===== src/rtl/uart_cmd_decoder.sv =====
// uart_cmd_decoder: turns single-letter UART commands into pet-core actions,
// with terminator/cancel handling, a post-action cooldown and a saturating error counter.
`default_nettype none

module uart_cmd_decoder #(
  parameter int unsigned COOLDOWN_CYCLES = 2700000
) (
  input  logic       clk,
  input  logic       rst_n,
  input  logic [7:0] rx_byte,
  input  logic       is_sleeping,
  input  logic       act_ready,
  output logic       act_valid,
  output logic [2:0] act_code,
  output logic       busy,
  output logic       err_pulse,
  output logic [7:0] err_count
);

  localparam logic [23:0] CD_LOAD  = 24'(COOLDOWN_CYCLES);
  localparam logic [2:0]  CODE_WAKE = 3'd5;

  typedef enum logic [1:0] {
    S_IDLE     = 2'd0,
    S_GOT_CMD  = 2'd1,
    S_EMIT     = 2'd2,
    S_COOLDOWN = 2'd3
  } state_e;

  state_e      state_q, state_d;
  logic [2:0]  code_q, code_d;
  logic [23:0] cnt_q, cnt_d;
  logic        rx_nz_q;
  logic        busy_q, busy_d;
  logic        err_q, err_d;
  logic [7:0]  err_cnt_q, err_cnt_d;

  logic       ev;
  logic [2:0] letter;
  logic       is_letter, is_term, is_cancel, is_space;

  // rx_nz_q resets high so a byte held across reset release is not an event.
  assign ev = (rx_byte != 8'h00) && !rx_nz_q;

  always_comb begin
    letter = 3'd0;
    case (rx_byte)
      8'h46, 8'h66: letter = 3'd1;
      8'h50, 8'h70: letter = 3'd2;
      8'h43, 8'h63: letter = 3'd3;
      8'h53, 8'h73: letter = 3'd4;
      8'h57, 8'h77: letter = 3'd5;
      default:      letter = 3'd0;
    endcase
  end

  assign is_letter = (letter != 3'd0);
  assign is_term   = (rx_byte == 8'h0D) || (rx_byte == 8'h0A);
  assign is_cancel = (rx_byte == 8'h08) || (rx_byte == 8'h7F);
  assign is_space  = (rx_byte == 8'h20);

  always_comb begin
    state_d = state_q;
    code_d  = code_q;
    cnt_d   = cnt_q;
    err_d   = 1'b0;
    case (state_q)
      S_IDLE: begin
        if (ev) begin
          if (is_letter) begin
            code_d  = letter;
            state_d = S_GOT_CMD;
          end else if (!(is_term || is_space || is_cancel)) begin
            err_d = 1'b1;
          end
        end
      end
      S_GOT_CMD: begin
        if (ev) begin
          if (is_letter) begin
            code_d = letter;
          end else if (is_cancel) begin
            code_d  = 3'd0;
            state_d = S_IDLE;
          end else if (is_term) begin
            // Sleep state is sampled only here; later changes cannot retract.
            if (is_sleeping && (code_q != CODE_WAKE)) begin
              err_d   = 1'b1;
              code_d  = 3'd0;
              state_d = S_IDLE;
            end else begin
              state_d = S_EMIT;
            end
          end else begin
            err_d   = 1'b1;
            code_d  = 3'd0;
            state_d = S_IDLE;
          end
        end
      end
      S_EMIT: begin
        if (act_ready) begin
          cnt_d   = CD_LOAD;
          state_d = S_COOLDOWN;
        end
        if (ev && !is_term) err_d = 1'b1;
      end
      S_COOLDOWN: begin
        if (cnt_q <= 24'd1) begin
          cnt_d   = 24'd0;
          state_d = S_IDLE;
        end else begin
          cnt_d = cnt_q - 24'd1;
        end
        if (ev && !is_term) err_d = 1'b1;
      end
      default: state_d = S_IDLE;
    endcase

    busy_d    = (state_d == S_EMIT) || (state_d == S_COOLDOWN);
    err_cnt_d = (err_d && (err_cnt_q != 8'hFF)) ? err_cnt_q + 8'd1 : err_cnt_q;
  end

  always_ff @(posedge clk or negedge rst_n) begin
    if (!rst_n) begin
      state_q   <= S_IDLE;
      code_q    <= 3'd0;
      cnt_q     <= 24'd0;
      rx_nz_q   <= 1'b1;
      busy_q    <= 1'b0;
      err_q     <= 1'b0;
      err_cnt_q <= 8'd0;
    end else begin
      state_q   <= state_d;
      code_q    <= code_d;
      cnt_q     <= cnt_d;
      rx_nz_q   <= (rx_byte != 8'h00);
      busy_q    <= busy_d;
      err_q     <= err_d;
      err_cnt_q <= err_cnt_d;
    end
  end

  assign act_valid = (state_q == S_EMIT);
  assign act_code  = act_valid ? code_q : 3'd0;
  assign busy      = busy_q;
  assign err_pulse = err_q;
  assign err_count = err_cnt_q;

endmodule

`default_nettype wire


===== config.mk =====
export PLATFORM = sky130hd
export DESIGN_NAME = uart_cmd_decoder
export DESIGN_NICKNAME = d
export VERILOG_FILES = /design/src/rtl/uart_cmd_decoder.sv
export SDC_FILE = /design/constraint.sdc
export NUM_CORES = 1
export LEC_CHECK = 0
export ABC_AREA = 1
export CAP_MARGIN = 20
export CORE_MARGIN = 5
export CORE_UTILIZATION = 45
export CTS_CLUSTER_DIAMETER = 200
export DETAILED_ROUTE_END_ITERATION = 10
export PLACE_DENSITY = 0.77
export SLEW_MARGIN = 30
export SYNTH_ARGS = -nofsm -noshare
export SYNTH_HDL_FRONTEND = slang
export SYNTH_SLANG_ARGS = --single-unit

===== constraint.sdc =====
create_clock -name clk -period 5.1 [get_ports clk]
set_clock_uncertainty 0.05 [all_clocks]
set_input_delay 0.51 -clock clk [delete_from_list [all_inputs] [get_ports clk]]
set_output_delay 0.51 -clock clk [all_outputs]
set_load 0.03 [all_outputs]

==> metrics, run 1 <==
Worst-Margin Slew a little over 0.5 ns; post-synth top area cell dfrtp_1; clk root buf clkbuf_8; Core ar. approximately 0.0054 sq mm; crit-path max cell delay 0.67 ns; Commonest cells post-synth nand2_1 (74), nor2_1 (42), inv_1 (41); nets approximately 380; gpl congestion about 0.83; Storage cell area 0.001002 sq mm; Worst path depth 5; fill count between 500 and 600; drt drc 0; Die H 84.37 um; status finished clean; final instance area between 0.002 and 0.003 sq mm; Top cell by count, worst path inv_1; H-tree levels 2; DP Area between 0.002 and 0.003 sq mm; number of CTS-inserted buffers 5; Post-synth EDFFs 0; critical path class register to output pin; DR pass1 iterations 4; IO buf count 25; worst r2r src cnt_q[0]$_DFFE_PN0P_; placed insts 426; post-CTS setup buffer count 0; CP Capture Type output pin; register bit total from synthesis 40; total number of vias around 2200; cts hold-fix bufs 0; RR Endpoint cnt_q[22]$_DFFE_PN0P_; Reg2Reg Setup Slack 2.94 ns; critical-path maximum fanout 6; Final ANT Viol Nets 0; post-synth top area share 39.22%; async set-or-reset flop fraction in the synthesized netlist 100.0%; Site Rows 27; Syn Inst Count around 330; met2 wire length approximately 2500 um; worst reg-to-reg path cell count 9; unrepaired setup endpoints after global routing no; max layer used met4; WL per Instance ~12 um; cell family with most CP delay buffers and inverters; first-pass GRT wire length around 9200 um; Leakage between 1 and 1.5 nW; fin crit share approximately 46%; Primary FF master, synth dfrtp_1; area of the multi-input gates 0.001316 sq mm; clock sink count 40; Longest Clk Path Bufs 2; ANT cells 0; GR Overflow Total 0; Net Count, Synth between 300 and 400; P&R area growth vs syn 16.59%; DP HPWL 3811 um; Worst VDD drop 0.2772 mV; min Tclk post-route 2.365 ns; mean post-synth cell area 7.519 sq um; final worst slack 2.735 ns; final setup vio count 0; synth warn 0; share of post-route cells with drive strength above 1 roughly a tenth; die area between 0.007 and 0.008 sq mm; final non-filler cell total between 400 and 500; most common cell in the synthesized netlist nand2_1; Final Hold Viols 0; Worst-Skew Late Latency about 0.29 ns; Mapped Area approximately 0.0025 sq mm; crit-path cells inv_1 > nor2_2 > inv_1 > nor2_1 > clkdlybuf4s50_1; fmax 0.4227 GHz; max-slew violation count 0; Initial Util between 40 and 50%; Chip Width 84.37 um; routed length on met3 roughly 170 um; final wirelength slightly above 5000 um; largest cells by area after synthesis dfrtp_1 (39%), nand2_1 (11%), nand3_1 (7.2%); TritonCTS clock tree built; Slowest cell on crit path clkdlybuf4s50_1; Distinct cells, synth 32; Final Util a little over half; Vias/cell ~5.1; num ports 26; initial antenna violation count 0; setup TNS 0 ns; Critical Path AT ~1.8 ns; critical path buffer and inverter count 3; post_cts resized 0; largest net degree at the start of global routing around 40; HP Class primary input to async pin; Max-slew headroom approximately two thirds; ratio of total power to cell area roughly 430 mW/mm^2; max-cap viol count 0; Seq/Total Area, Yosys 40.27%; CP startpoint kind register; DP Worst Slack between 2 and 3 ns; Tot GR Track Use around 15%; Metal-1 WL approximately 2300 um; number of global-route vias before repair approximately 2100; Req. time, crit path 4.54 ns; clock slew at reported path FFs around 0.08 ns; Starting DRT DRC Count about 100
-- worst max path at each step --
stage / startpoint / slack [ns] / endpoint
finish: state_q[1]$_DFF_PN0_ / 2.73 / act_code[0]
global route: state_q[1]$_DFF_PN0_ / 2.58 / act_code[2]
CTS: state_q[1]$_DFF_PN0_ / 2.71 / act_code[0]
detailed placement: rx_byte[3] / 2.87 / err_count[1]$_DFFE_PN0P_
global placement: rx_byte[3] / 2.93 / err_count[1]$_DFFE_PN0P_
floorplan: state_q[1]$_DFF_PN0_ / 3.22 / act_code[0]
-- logic make-up (layout without fill, tap and decap cells) --
kind of cell             after synthesis  after routing  synth area share, %
XOR/XNOR                              19             19                6.687
AND/OR/NAND/NOR                      188            188                35.75
flip-flops                            40             40                40.27
adder cells (fa/ha/maj)                3              3                1.508
buffers and inverters                 44             75                6.837
AO/OA/AOI/OAI                         37             37                8.949
-- per-layer routing --
layer,track usage (%),vias to the layer above
li1,-,1132
met1,18.74,1050
met2,27.19,28
met3,3.337,6
met4,4.029,0
met5,0,-
-- layout make-up --
type | count | area share [%]
multi-input cells | 247 | 45.36
flip-flops and latches | 40 | 34.54
repair buffers | 25 | 8.538
inverters | 42 | 5.433
well taps | 72 | 3.105
clock buffers | 5 | 2.372
clock inverters | 3 | 0.6468
-- cell usage in the layout (no fill, tap or decap) --
master            n
ha_1              3
inv_1            41
nand3b_2          1
nand3_1          36
o21ai_1           1
a21oi_1           4
xor2_1           14
buf_4             1
o22ai_1           7
nor3_1            4
dfstp_2           1
nand4_1           4
nor2_4            5
nor4_1            1
nand2_2           6
clkinv_4          1
dfrtp_1          39
nand2_1          74
inv_2             1
xnor2_1           5
a22oi_1           1
a211oi_1          1
o211ai_1          6
nand2_4           3
o21bai_1          1
o221ai_1          1
nand3_2           2
nand3b_1          1
nor2_2            9
nor2_1           42
clkdlybuf4s50_1  24
clkinv_2          2
a31oi_1           2
clkbuf_8          5
o21ai_0          13
-- per-stage QoR --
stage                     hold WS, ns  power (mW)
after floorplan                0.1644      0.9061
after global placement         0.4291       1.035
after detailed placement       0.4290       1.048
after CTS                      0.3223       1.260
after global routing           0.1826       1.361
final                          0.1314       1.247
-- sequential cells by signal (all words and copies together), names as in the netlist --
register and count:
busy 1, cnt_q 24, code_q 3, err_count 8, err_pulse 1, rx_nz_q 1, state_q 2
-- power breakdown --
part / switching, mW / total [mW] / internal (mW)
logic: 0.333 / 0.529 / 0.195
registers: 0.103 / 0.512 / 0.409
clock network: 0.111 / 0.206 / 0.0953
Note: power is estimated with default switching activity, not from simulation.
==> run 2: changes to the inputs <==
- clock period: 5.1 -> 2.4 ns (I/O delays scaled with it)
==> run 2 against run 1 <==
  * Routed wire length increased by 3.9%
  * Largest cell class unchanged
  * Die area did not move
  * Clock power grew to 2.8 times the previous value
  * Register-to-register slack lost 2.4 ns
  * Critical path depth unchanged
  * Clock-buffer cell count did not move
  * First-iteration DRC count is 29% higher
==> metrics, run 2 (synthesis results as in run 1) <==
Leakage between 1 and 1.5 nW; GR Overflow Total 0; IO buf count 25; DR pass1 iterations 4; num ports 26; WL per Instance around 12 um; H-tree levels 2; min Tclk post-route about 2.2 ns; max-slew violation count 0; CP Capture Type output pin; first-pass GRT wire length between 9000 and 10000 um; Vias/cell 5.135; Starting DRT DRC Count about 130; Req. time, crit path roughly 2.1 ns; status finished clean; gpl congestion between 0.8 and 0.9; clock sink count 40; Largest Register cnt_q; ratio of total power to cell area 951.2 mW/mm^2; Tot GR Track Use 15.74%; post_cts resized 0; fin crit share 91.68%; TritonCTS clock tree built; Worst VDD drop about 0.53 mV; Final Hold Viols 0; setup TNS 0 ns; DP Worst Slack 0.4050 ns; final worst slack ~0.20 ns; clk root buf clkbuf_8; final non-filler cell total ~440; number of global-route vias before repair 2248; commonest non-fill, non-tap cell in the layout nand2_1; Clk pwr share 20.4%; fmax ~0.45 GHz; Slowest cell on crit path clkdlybuf4s50_1; critical-path maximum fanout 6; nets 379; total number of vias 2244; clock slew at reported path FFs 0.09 ns; critical path buffer and inverter count 3; logic gate share of total power approximately 41%; Worst-Skew Late Latency 0.30 ns; sw frac a little over two fifths; Reg power frac 38.6%; post-CTS setup buffer count 0; share of post-route cells with drive strength above 1 between 10% and 20%; Die H 84.37 um; Core ar. between 0.005 and 0.006 sq mm; Site Rows 27; die area about 0.007 sq mm; Chip Width approximately 84 um; Longest Clk Path Bufs 2; Final ANT Viol Nets 0; P&R area growth vs syn 18.75%; most frequent cells in the layout nand2_1 (74), nor2_1 (42), inv_1 (41), dfrtp_1 (39), nand3_1 (36); Critical Path AT 1.91 ns; total power roughly 2.8 mW; Max-slew headroom between 60% and 70%; ANT cells 0; crit-path cells inv_1 > nor2_2 > inv_1 > nor2_1 > clkdlybuf4s50_1; internal power around 1.6 mW; Psw around 1.2 mW; Worst-Margin Slew between 0.5 and 0.6 ns; drt drc 0; final wirelength between 5000 and 6000 um; cell family with most CP delay buffers and inverters; DP HPWL 3998 um; Initial Util 45.76%; critical path class register to output pin; CP startpoint kind register; placed insts 428; unrepaired setup endpoints after global routing no; Largest register FFs 24; final setup vio count 0; largest net degree at the start of global routing between 40 and 50; number of CTS-inserted buffers 5; initial antenna violation count 0; max-cap viol count 0; HP Class primary input to async pin; crit-path max cell delay approximately 0.68 ns; Top cell by count, worst path inv_1
==> run 2: cell count changes in the layout (fill, tap and decap cells not counted) <==
cell | previous run | this run
buf_4 | 1 | 3
bufinv_16 | 0 | 1
clkinv_2 | 2 | 0
clkinv_4 | 1 | 2
dlygate4sd3_1 | 0 | 1
==> run 2: stage by stage <==
stage	hold WS (ns)	area, sq um	utilization [%]
after floorplan	-0.1056	2489	-
after global placement	0.3665	2826	51.97
after detailed placement	0.3753	2826	51.97
after CTS	0.04996	2943	54.11
after global routing	0.4807	2955	54.34
final	0.4099	2955	54.34
==> run 2: power by group through the flow <==
stage	Sequential [mW]	Combinational, mW	Clock, mW
CTS	1.08	1.16	0.583
global placement	1.09	1.13	0
global route	1.13	1.30	0.604
floorplan	1.07	0.851	0
finish	1.09	1.15	0.572
detailed placement	1.09	1.15	0
==> run 2: final timing paths <==
kind	startpoint	end	slack, ns	depth (start not counted)
max	state_q[1]$_DFF_PN0_	act_code[0]	0.20	5
min	rst_n	cnt_q[9]$_DFFE_PN0P_	0.41	2
max reg2reg	cnt_q[0]$_DFFE_PN0P_	cnt_q[22]$_DFFE_PN0P_	0.51	9
min reg2reg	code_q[1]$_DFFE_PN0P_	code_q[1]$_DFFE_PN0P_	0.49	2
max in group asynchronous	rst_n	rx_nz_q$_DFF_PN1_	1.53	2
min in group clk	code_q[1]$_DFFE_PN0P_	code_q[1]$_DFFE_PN0P_	0.49	2
==> run 2: cell type report <==
cell class / instances / area (sq um)
fillers: 512 / 2484
multi-input cells: 247 / 1316
flip-flops and latches: 40 / 1002
repair buffers: 28 / 272.8
inverters: 42 / 157.7
well taps: 72 / 90.09
clock buffers: 5 / 68.82
clock inverters: 3 / 47.55
==> run 2: what timing repair did <==
item	4_1_cts	5_1_grt
setup endpoints to repair	0	0
hold buffers	0	1
endpoints found under the hold margin	0	39
==> run 2: metal layers <==
layer	routed length [um]	global-route usage (%)	share of wire, %
met2	2654	27.83	50
met1	2293	17.99	44
met3	234	3.729	4.4
met5	0	0	0
met4	82	7.050	1.6
==> run 3: changes to the inputs <==
- CTS_CLUSTER_SIZE: not set -> 16
==> results of run 3 <==
The final DEF is identical to that of run 2; final timing and power are the same.
